<file path="src/rtl/pipe_stage_fifo.sv">
// In-order DEPTH-entry valid/ready buffer between pipeline stages, with flush for branch redirect.
// Optional saturating stall counter enabled by defining PIPE_STAGE_FIFO_PERF_EN.
module pipe_stage_fifo #(
    parameter int WIDTH     = 16,
    parameter int DEPTH     = 2,
    parameter int CNT_WIDTH = 32
) (
    input  logic                       clk,
    input  logic                       reset,
    input  logic                       in_valid,
    output logic                       in_ready,
    input  logic [WIDTH-1:0]           in_data,
    output logic                       out_valid,
    input  logic                       out_ready,
    output logic [WIDTH-1:0]           out_data,
    input  logic                       flush,
    output logic [$clog2(DEPTH+1)-1:0] count,
    output logic [CNT_WIDTH-1:0]       stall_cycles
);
    localparam int CW = $clog2(DEPTH + 1);
    localparam int PW = (DEPTH > 1) ? $clog2(DEPTH) : 1;
    localparam logic [CW-1:0] FULL = CW'(DEPTH);
    localparam logic [PW-1:0] LAST = PW'(DEPTH - 1);

    logic [WIDTH-1:0] mem [DEPTH];
    logic [PW-1:0]    wr_ptr;
    logic [PW-1:0]    rd_ptr;
    logic             push;
    logic             pop;

    // Pointers wrap explicitly so DEPTH need not be a power of two.
    function automatic logic [PW-1:0] ptr_next(input logic [PW-1:0] p);
        return (p == LAST) ? '0 : p + PW'(1);
    endfunction

    function automatic logic [CNT_WIDTH-1:0] sat_inc(input logic [CNT_WIDTH-1:0] v);
        return (v == '1) ? v : v + CNT_WIDTH'(1);
    endfunction

    // Handshake status comes only from registered occupancy, never from out_ready.
    assign in_ready  = (count != FULL);
    assign out_valid = (count != '0);
    assign out_data  = mem[rd_ptr];
    assign push      = in_valid && in_ready;
    assign pop       = out_valid && out_ready;

    always_ff @(posedge clk) begin
        if (reset || flush) begin
            count  <= '0;
            wr_ptr <= '0;
            rd_ptr <= '0;
        end else begin
            if (push) wr_ptr <= ptr_next(wr_ptr);
            if (pop)  rd_ptr <= ptr_next(rd_ptr);
            case ({push, pop})
                2'b10:   count <= count + CW'(1);
                2'b01:   count <= count - CW'(1);
                default: count <= count;
            endcase
        end
    end

    // A push accepted in a flush cycle is deliberately dropped.
    always_ff @(posedge clk) begin
        if (reset) begin
            for (int i = 0; i < DEPTH; i++) mem[i] <= '0;
        end else if (push && !flush) begin
            mem[wr_ptr] <= in_data;
        end
    end

`ifdef PIPE_STAGE_FIFO_PERF_EN
    logic [CNT_WIDTH-1:0] stall_cnt;

    // Counts upstream-blocked cycles; flush leaves it alone.
    always_ff @(posedge clk) begin
        if (reset)
            stall_cnt <= '0;
        else if (in_valid && !in_ready)
            stall_cnt <= sat_inc(stall_cnt);
    end

    assign stall_cycles = stall_cnt;
`else
    assign stall_cycles = '0;
`endif

endmodule

</file>
<file path="config.mk">
export PLATFORM = sky130hd
export DESIGN_NAME = pipe_stage_fifo
export DESIGN_NICKNAME = d
export VERILOG_FILES = /design/src/rtl/pipe_stage_fifo.sv
export SDC_FILE = /design/constraint.sdc
export NUM_CORES = 1
export LEC_CHECK = 0
export BUFFER_PORTS_ARGS = -buffer_cell sky130_fd_sc_hd__buf_2
export CAP_MARGIN = 10
export CORE_MARGIN = 2
export CORE_UTILIZATION = 40
export CTS_BUF_LIST = sky130_fd_sc_hd__clkbuf_4 sky130_fd_sc_hd__clkbuf_8
export DETAILED_ROUTE_END_ITERATION = 10
export PLACE_DENSITY = 0.72
export SLEW_MARGIN = 20
export SYNTH_ARGS = -nofsm -noshare
export SYNTH_HDL_FRONTEND = slang
export SYNTH_SLANG_ARGS = --single-unit
</file>
<file path="constraint.sdc">
create_clock -name clk -period 3.75 [get_ports clk]
set_input_delay 0.9375 -clock clk [delete_from_list [all_inputs] [get_ports clk]]
set_output_delay 0.9375 -clock clk [all_outputs]
set_load 0.05 [all_outputs]
</file>
==> impl_metrics.json <==
{
  "cts_resized": 0,
  "dp_slack_ns": 0.8835,
  "core_um2": 4661,
  "synth_cells": 148,
  "h-tree-depth": 2,
  "power_density_nw_per_um2": 469.7,
  "drive_gt1_share_pct": 35.94,
  "cp.arrival_ns": 1.71,
  "ff_latch_area_um2": 1061,
  "finalInstanceArea_um2": 2136,
  "rsz0062_at_grt": "false",
  "post-cts-setup-buffer-count": 0,
  "gp_congestion": 0.7553,
  "vdd_ir_drop_max_uv": 134.5,
  "drc": 0,
  "p_comb_share_pct": 19.1,
  "antenna_left": 0,
  "hold_viol": 0,
  "cts.path.max_buffers": 2,
  "clk_latency_ns": 0.29,
  "dpl_cell_area_um2": 2026,
  "crit_fanout": 16,
  "ys_ff_latch": 37,
  "wl_per_cell_um": 12.03,
  "viasPerCell": 4.220,
  "numCtsBuffers": 5,
  "synth_top_cell_by_area": "edfxtp_1",
  "final_common_cell": "buf_2",
  "grt_pass1_wl_um": 4588,
  "required_ns": 2.81,
  "grtUsageTotal_pct": 11.92,
  "multi_input_area_um2": 670.6,
  "cts.sink_count": 37,
  "routed_wl_um": 2960,
  "end_kind": "output pin",
  "drtIter0Drc": 57,
  "regToRegSetupSlack_ns": 1.75,
  "layout_common_cells": "40 x buf_2, 32 x and2_1, 32 x conb_1, 32 x edfxtp_1, 16 x mux2_2",
  "die_w_um": 73.11,
  "p_int_mw": 0.7083,
  "finalCriticalPeriod_ns": 2.647,
  "num-fill-cells": 434,
  "max_slew_margin_pct": 52.43,
  "finClkSkew_ns": 0.005792,
  "hpwl_um": 2097,
  "max_freq_mhz": 377.8,
  "switchingPower_mw": 0.2949,
  "setup_slack_ns": 1.103,
  "power_frac_seq_pct": 47.4,
  "cts_hold_buf": 0,
  "maxCapViolCount": 0,
  "netSwitchingFraction_pct": 29.39,
  "crit_type": "register to output pin",
  "yosysTopAreaCellShare_pct": 50.29,
  "grt_pass1_vias": 982,
  "place_inst": 238,
  "dr.pass1.iters": 4,
  "diodes": 0,
  "finalSetupViolations": 0,
  "clkTransAtPathRegs_ns": 0.07,
  "ios": 73,
  "antenna_found_initial": 0,
  "hold_class": "register to register",
  "grt_max_degree": 18,
  "netlist_area_um2": 1911,
  "ys_types": 23,
  "p_leak_nw": 0.9356,
  "syn2layout_area_growth_pct": 11.79,
  "grt_overflow_total": 0,
  "vias": 1038,
  "status": "completed",
  "fin_tns_setup_ns": 0,
  "yosys-top-cells-area": "edfxtp_1 50%, buf_4 13%, and2_1 10%, mux2_2 9.4%, dfxtp_1 5.2%",
  "nets": 213,
  "clockRootBuffer": "clkbuf_8",
  "synth.avg_cell_area_um2": 12.91,
  "cts_tree": "done",
  "die_area_um2": 5345,
  "max_slew.worst_pin.slew_ns": 0.7125,
  "core.rowCount": 25,
  "finalMaxSlewViolations": 0,
  "synth-warning-count": 0,
  "fin_crit_sh_pct": 70.58,
  "dieHeight_um": 73.11,
  "hold_ws_ns": 0.5264,
  "yosysSeqAreaShare_pct": 55.53,
  "critPathLaunchType": "register",
  "p_clk_share_pct": 33.5,
  "start_util_pct": 40.99,
  "fin_cells": 246,
  "io_buffers": 40
}
-- power by group through the flow --
stage	Combinational [mW]	Sequential [mW]	Clock (mW)
after global routing	0.203	0.478	0.358
after floorplan	0.186	0.485	0
after CTS	0.193	0.476	0.340
after detailed placement	0.192	0.485	0
final	0.192	0.476	0.336
after global placement	0.191	0.484	0
-- cells in the mapped netlist --
cell      count
and2_1       32
buf_4        32
edfxtp_1     32
mux2_2       16
dfxtp_1       5
buf_6         3
inv_1         3
nor2_1        3
a21oi_1       2
buf_2         2
nor4_4        2
o21ai_0       2
or2_1         2
or3_1         2
xnor2_1       2
conb_1        1
ha_1          1
nand2_1       1
nor2b_2       1
o21a_1        1
or2_0         1
or2_2         1
xor2_1        1
-- stage by stage --
step	utilization (%)	power (mW)
final	45.83	1.003
after global routing	45.83	1.039
after CTS	45.83	1.009
after detailed placement	43.46	0.6771
after global placement	43.46	0.6747
after floorplan	-	0.6710
-- flip-flops by register name, indices dropped and copies added, names as in the netlist, named ones only --
register,flops
wr_ptr,1
mem,32
count,2
rd_ptr,1
-- final timing paths --
check | to | cells after the start | start
worst min-delay path | rd_ptr | 2 | rd_ptr
worst max-delay path | out_data[12] | 2 | register
worst min register to register | rd_ptr | 2 | rd_ptr
worst max register to register | mem[0][4] | 4 | count[0]
-- cell type report --
type | instances | share of cell area [%]
tap | 54 | 3.163
clock inverter | 2 | 1.582
inverter | 3 | 0.5272
clock buffer | 6 | 3.574
timing repair buffer | 42 | 10.08
sequential | 37 | 49.68
multi-input combinational | 102 | 31.40
-- layer usage --
layer	up-vias	GRT usage, %	part of all wire [%]
met5	-	0	0
met4	0	8.025	2.4
met3	5	3.867	6.8
met2	40	18.32	49
met1	473	14.17	42
li1	520	-	-
-- critical path: stages, from the launching register on --
cell     delay [ns]
dfxtp_1        0.78
mux2_2         0.42
buf_2          0.21
-- logic make-up after synthesis --
group	after synthesis	synth area share, %
compound gates	5	1.441
mux	16	9.430
simple gates	45	15.91
buf+inv	40	15.45
flops	37	55.53
fa+ha+maj	1	0.6548
other cells	1	0.1963
xor+xnor	3	1.375
(Power assumes the default switching activity.)
